## config.mk

```make
export PLATFORM = sky130hd
export DESIGN_NAME = demux8_out
export DESIGN_NICKNAME = d
export VERILOG_FILES = /design/src/rtl/demux8_out.sv
export SDC_FILE = /design/constraint.sdc
export NUM_CORES = 1
export LEC_CHECK = 0
export ABC_AREA = 1
export BUFFER_PORTS_ARGS = -buffer_cell sky130_fd_sc_hd__buf_2
export CAP_MARGIN = 20
export CORE_AREA = 2 2 231 233
export CTS_CLUSTER_DIAMETER = 120
export DETAILED_ROUTE_END_ITERATION = 6
export DIE_AREA = 0 0 233 235
export GPL_ROUTABILITY_DRIVEN = 0
export PLACE_DENSITY = 0.67
export SYNTH_ARGS = -nofsm -noshare
export SYNTH_HDL_FRONTEND = slang
export SYNTH_SLANG_ARGS = --single-unit
export TNS_END_PERCENT = 100
```

## constraint.sdc

```tcl
create_clock -name clk -period 3.4 [get_ports clk]
set_input_delay 0.17 -clock clk [delete_from_list [all_inputs] [get_ports clk]]
set_output_delay 0.17 -clock clk [all_outputs]
set_load 0.005 [all_outputs]
```

## src/rtl/demux8_out.sv

```systemverilog
// Purpose: steers one W-bit producer stream into one of 8 one-entry output registers.
// Latency: 1 cycle from input transfer to out_valid/out_data on the selected channel.
// Backpressure: in_ready drops only when the selected channel holds data that is not draining.
module demux8_out #(
   parameter int W   = 64,
   parameter int NCH = 8
) (
   input  logic         clk,
   input  logic         reset,
   input  logic         in_valid,
   output logic         in_ready,
   input  logic [W-1:0] in_data,
   input  logic [2:0]   SelDemux8,
   output logic [7:0]   out_valid,
   input  logic [7:0]   out_ready,
   output logic [W-1:0] out_data_a,
   output logic [W-1:0] out_data_b,
   output logic [W-1:0] out_data_c,
   output logic [W-1:0] out_data_d,
   output logic [W-1:0] out_data_e,
   output logic [W-1:0] out_data_f,
   output logic [W-1:0] out_data_g,
   output logic [W-1:0] out_data_h,
   output logic [3:0]   out_count
);

   logic [W-1:0]   data_q [NCH];
   logic [NCH-1:0] valid_q;
   logic [NCH-1:0] valid_d;
   logic [NCH-1:0] load;
   logic [NCH-1:0] drain;
   logic [3:0]     count_q;
   logic [3:0]     count_d;
   logic           in_xfer;

   // The selected channel accepts when empty or emptying this same cycle.
   assign in_ready = ~valid_q[SelDemux8] | out_ready[SelDemux8];
   assign in_xfer  = in_valid & in_ready;

   // Per-channel load/drain decode and the next valid vector with its popcount.
   always_comb begin
      load    = '0;
      drain   = valid_q & out_ready;
      count_d = '0;
      if (in_xfer) begin
         load[SelDemux8] = 1'b1;
      end
      // A load wins over a same-cycle drain, so the channel stays valid with fresh data.
      valid_d = (valid_q & ~drain) | load;
      for (int i = 0; i < NCH; i++) begin
         count_d = count_d + {3'b000, valid_d[i]};
      end
   end

   // Channel registers; reset discards everything, including a same-cycle accept.
   always_ff @(posedge clk) begin
      if (reset) begin
         valid_q <= '0;
         count_q <= '0;
         for (int i = 0; i < NCH; i++) begin
            data_q[i] <= '0;
         end
      end else begin
         valid_q <= valid_d;
         count_q <= count_d;
         for (int i = 0; i < NCH; i++) begin
            if (load[i]) begin
               data_q[i] <= in_data;
            end
         end
      end
   end

   assign out_valid  = valid_q;
   assign out_count  = count_q;
   assign out_data_a = data_q[0];
   assign out_data_b = data_q[1];
   assign out_data_c = data_q[2];
   assign out_data_d = data_q[3];
   assign out_data_e = data_q[4];
   assign out_data_f = data_q[5];
   assign out_data_g = data_q[6];
   assign out_data_h = data_q[7];

endmodule
```

Yosys cells after proc, flatten, opt, wreduce, memory -nomap -nowiden
Memories as Yosys holds them, arrays and structs flattened.
Index checks and enable logic that the tools add are counted.

word-level totals
  register bits after elaboration = 12
  bits of input ports = 78
  memories kept = 1
  output and inout bits = 525
  word-level logic and storage cells = 69
  RAM bits = 512

cells by class
  $lt $le $gt $ge = 2
  add/subtract/negate cells = 7
  reduce and logical (&&, ||, !) cells = 1
  mux-type cells = 41
  bitwise gates (word level) = 15

memory list
  memory  words  width  read ports  clocked after memory_dff  wr ports  line  RTL
  data_q  8      64     8           0                         8         27    logic [W-1:0] data_q [NCH];

operator list
  cell                  number
  $mux W64              8
  $mux W1               29
  $add A4 B1 Y4         4
  $and A8 B8 Y8         2
  $or A1 B1 Y1          9
  $mux W8               1
  $not A8 Y8            1
  $or A8 B8 Y8          1
  $bmux W1 S3           2
  $add A3 B1 Y4         1
  $lt A3 B4 Y1 const B  1
  $add A2 B1 Y3         1
  $demux W1 S3          1
  $ge A3 B1 Y1 const B  1
  $add A1 B1 Y2         1
  $and A1 B1 Y1         1
  $logic_and A1 B1 Y1   1
  $not A1 Y1            1

Depth between registers and ports, before layout
  word-level depth = 14
  gate-level depth with buffers = 23
  mapped depth without buffers = 21

Worst setup path after synthesis
Ideal clock, no wire load.

  path type = input to register
  start point = input port SelDemux8[1]
  end point = register count_q[2], in the netlist out_count[2]
  library setup time = 128 ps
  cell stages on the path = 20
  slack = -210 ps
  buffers on the path = 2
  data arrival time = 3482 ps
  data required time = 3272 ps
  cell sequence = buf_2 -> inv_2 -> nand2_1 -> nor3_1 -> nor2_1 -> nand2_1 -> nand2_4 -> nand3_2 -> buf_4 -> nand2_1 -> inv_1 -> fa_1 -> fa_1 -> fa_1 -> inv_1 -> ha_1 -> inv_1 -> fa_1 -> xor2_1 -> nor2_1

between the ends
  cells in the longest elaborated chain, start to end = 14
  elaborated cells between the ends (all ways) = 21
  classes of those cells = 7 x add/sub; 2 x order compare; 7 x mux; 4 x bitwise; 1 x reduce/logical

RTL lines
  what                           line  RTL
  start: declaration             13    input logic [2:0] SelDemux8,
  $bmux W1 S3                    37    assign in_ready = ~valid_q[SelDemux8] | out_ready[SelDemux8];
  $mux W1 (not written as such)  37
  $not A1 Y1                     37
  $or A1 B1 Y1 *                 37
  net in_ready                   11    output logic in_ready,
  $and A1 B1 Y1 *                38    assign in_xfer = in_valid & in_ready;
  $mux W8 *                      45    if (in_xfer) begin
  $or A8 B8 Y8 *                 49    valid_d = (valid_q & ~drain) | load;
  $add A1 B1 Y2                  51    count_d = count_d + {3'b000, valid_d[i]};
  $add A2 B1 Y3                  51
  $add A3 B1 Y4                  51
  $add A4 B1 Y4 (3 in a row)     51
  $add A4 B1 Y4 *                51
  end signal: assignment         65    count_q <= count_d;
  end: declaration               32    logic [3:0] count_q;

The timed path passes the listed nets; every way through them passes the cells marked *. The select of a mux whose other input is x is not followed.
A chain may end at the register's enable or synchronous reset.

Final worst setup path
  start point = register valid_q[5], in the netlist out_valid[5]
  end point = register count_q[1], in the netlist out_count[1]

between the ends
  cells in the longest elaborated chain, start to end = 14
  elaborated cells between the ends (all ways) = 17
  classes of those cells = 7 x add/sub; 3 x mux; 7 x bitwise

RTL lines
  what                           line  RTL
  start: declaration             28    logic [NCH-1:0] valid_q;
  start signal: assignment       64    valid_q <= valid_d;
  $bmux W1 S3                    37
  $mux W1 (not written as such)  37
  $not A1 Y1                     37
  $or A1 B1 Y1                   37
  $and A1 B1 Y1                  38
  $mux W8                        45
  $or A8 B8 Y8 *                 49
  $add A1 B1 Y2                  51
  $add A2 B1 Y3                  51
  $add A3 B1 Y4                  51
  $add A4 B1 Y4 (3 in a row)     51
  $add A4 B1 Y4 *                51

Every way passes the cells marked *; elsewhere a longest branch is shown, timed or not. The select of a mux whose other input is x is not followed.

==> flow_summary_export.csv <==
group,metric,value,unit
power_and_ir_drop,pwr-share-comb,7.2,%
sta,worst_slack,0.00846,ns
cells_and_area,fillers,4535,
cells_and_area,syn_to_final_growth,31.8,%
detailed_routing,final_antenna_net_count,0,
clock_network,cts_buffers,53,
critical_path,path_max_fanout,5,
worst_hold_path,holdPathStages,3,
power_and_ir_drop,irDropWorstVdd,0.000537,V
grt,antenna_found_initial,4,
cells_and_area,drive_above_1_share,38.9,%
grt,grtUsageMet2,35.3,%
cells_and_area,multiInputGateArea,0.00238,mm2
floorplanning,core-area,0.0522,mm2
critical_path,critPathBufInv,3,
critical_path,end_kind,"flop",
grt,grtUsageTotal,20.5,%
clock_network,cts.sinks,524,
power_and_ir_drop,p_leak,10.9,nW
yosys,ys_seq_area_share,84.0,%
grt,grt_use_met1,25.1,%
grt,grt_pass1_wl,82300,um
sta,finalCriticalPeriod,3.39,ns
yosys,syn_nets,1303,
sta,skew,0.0116,ns
sta,rsz0062_at_grt,"yes",
cells_and_area,final_nets,1967,
worst_hold_path,hp-class,"in -> reg",
placed_design,hpwl,37500,um
yosys,synth_cells,1218,
yosys,syn_area_per_cell,15.3,um2
cells_and_area,stdcell_area,0.0245,mm2
power_and_ir_drop,p_clk_share,39.7,%
grt,grt_max_degree,67,
yosys,netlist_area,0.0186,mm2
clock_network,clk_latency,0.60,ns
sta,setup_viol,0,
floorplanning,io_pins,603,
critical_path,crit_top_cell,"fa_1",
sta,fmax,295,MHz
placed_design,pre_cts_ws,-0.177,ns
power_and_ir_drop,p_int,11.0,mW
detailed_routing,wl_per_cell,22.1,um
critical_path,r2r_cells,16,
sta,maxSlewViolCount,0,
cells_and_area,layout_commonest_cell,"buf_2",
floorplanning,initial_core_util,35.6,%
clock_network,cts_max_path_buffers,3,
yosys,synth-seq-cells,524,
yosys,yosys_warnings,0,
floorplanning,fp.dieArea,0.0548,mm2
placed_design,io_buffers,602,
clock_network,root_buffer,"clkbuf_16",
grt,busiest_layer,"met2",
power_and_ir_drop,seqPwrFrac,53.1,%
critical_path,critPathTopFamily,"adder cells",
grt,grt_pass1_vias,12400,
floorplanning,die_w,233,um
power_and_ir_drop,p_sw_share,22.7,%
critical_path,path_cells,"nor2_2 > nor3_2 > nor2_1 > nand2_1 > nand2_4 > nand3_4 > nand2_1 > inv_1 > fa_1 > fa_1 > fa_1 > inv_2 > ha_4 > inv_2 > fa_2 > nor2_1",
placed_design,dpl-instance-area,0.0226,mm2
cells_and_area,regArea,0.0156,mm2
outcome,status,"completed",
job,maxCapViolCount,0,
cells_and_area,final_cell_mix,"602 x buf_2, 512 x edfxtp_1, 391 x nor2_1",
detailed_routing,drt_first_pass_iters,5,
critical_path,crit_cells,16,
detailed_routing,drc,0,
sta,slew_headroom,33.5,%
yosys,synthDistinctLibCells,21,
power_and_ir_drop,p_per_area,579,mW/mm2
critical_path,cp_data_arrival_time,3.86,ns
grt,grt_overflow,0,
floorplanning,die_y,235,um
critical_path,critical_path.max_stage_delay,0.55,ns
critical_path,critPathRequiredTime,3.87,ns
critical_path,crit_slowest_cell,"fa_1",
clock_network,cts_max_level,2,
clock_network,clk_pin_slew,0.06,ns
detailed_routing,drt_wl_total,57700,um
critical_path,worstSetupStartpointType,"flop",
sta,finalCritPeriodShare,99.8,%
floorplanning,rows,84,
power_and_ir_drop,p_sw,3.21,mW
detailed_routing,viasPerCell,4.77,
detailed_routing,num_vias,12500,
detailed_routing,drt_iter0_drc,917,
sta,finalHoldViolCount,0,
grt,grt_use_met3,4.71,%
clock_network,cts_tree,"yes",
sta,tightest_slew,0.998,ns
critical_path,crit_type,"reg -> reg",
Yosys cell counts:
cell type	number	share of area, %
a21oi_1	9	0.24
buf_2	23	0.62
clkbuf_1	8	0.16
or2_2	1	0.034
buf_4	6	0.24
o21ai_1	1	0.027
nand4_1	5	0.17
ha_1	3	0.20
xor2_1	1	0.047
inv_1	87	1.8
nor3_1	6	0.16
nand2_1	113	2.3
dfxtp_1	12	1.3
fa_1	4	0.43
nor2_1	394	8.0
nand2_4	1	0.061
buf_6	18	1.1
nand3_1	3	0.081
inv_2	5	0.10
edfxtp_1	512	83
nand3_2	6	0.32
metal layers:
metal	vias up	routed length (um)
li1	5480	-
met1	6171	22100
met2	708	29100
met3	109	4800
met4	2	1750
met5	-	13
cells by family (layout without fill, tap and decap cells):
kind of cell	Yosys count	after routing	synth area share, %
buffers and inverters	147	853	3.97
XOR/XNOR	1	1	0.0471
adder cells (fa/ha/maj)	7	7	0.633
flip-flops	524	524	84.0
other	0	2	0
AO/OA/AOI/OAI	10	10	0.269
AND/OR/NAND/NOR	529	529	11.1
sequential cells by signal (all words and copies together) (netlist names):
signal	count
out_valid	8
out_count	4
data_q	512
through the flow:
step	hold WS [ns]	std cells	setup TNS, ns	power (mW)	util (%)
final	0.0376	2614	0	14.2	46.9
after global routing	0.0400	2612	-0.258	14.6	46.9
after CTS	0.00101	2610	0	14.3	46.8
after detailed placement	0.513	2492	-0.341	8.67	43.2
after global placement	0.508	2492	-0.272	8.64	43.2
after floorplan	0.239	1218	0	8.03	-
worst register-to-register path: stages (launching register included):
cell and delay (ns):
dfxtp_1 0.33, nor2_2 0.12, nor3_2 0.06, nor2_1 0.11
nand2_1 0.10, nand2_4 0.13, nand3_4 0.08, nand2_1 0.08
inv_1 0.06, fa_1 0.55, fa_1 0.42, fa_1 0.45
inv_2 0.08, ha_4 0.12, inv_2 0.03, fa_2 0.51
nor2_1 0.04
worst paths after layout:
kind           startpoint              to  slack [ns]
max          out_valid[5]    out_count[1]       0.008
min            in_data[9]  data_q[0][393]        0.04
max reg2reg  out_valid[5]    out_count[1]       0.008
min reg2reg  out_valid[7]    out_valid[7]        0.61
power by group through the flow:
stage               registers, mW  clock network [mW]  logic (mW)
global placement             7.65                   0       0.990
floorplan                    7.72                   0       0.309
finish                       7.53                5.63        1.02
global route                 7.55                5.97        1.10
CTS                          7.53                5.71        1.03
detailed placement           7.66                   0        1.01
what timing repair did:
item | CTS | global route
hold buffers | 21 | 0
resized for setup | 0 | 9
setup buffers | 0 | 2
endpoints found under the hold margin | 23 | 0
setup endpoints to repair | 0 | 2
layout make-up:
cell class                      count  area share (%)
Multi-Input combinational cell    547            9.72
Tap cell                          688            3.51
Sequential cell                   524            63.7
Clock buffer                       66            5.61
Clock inverter                     31            1.17
Inverter                           92            1.49
Antenna cell                        2          0.0204
Timing Repair Buffer              664            14.7
(Power assumes the default switching activity.)
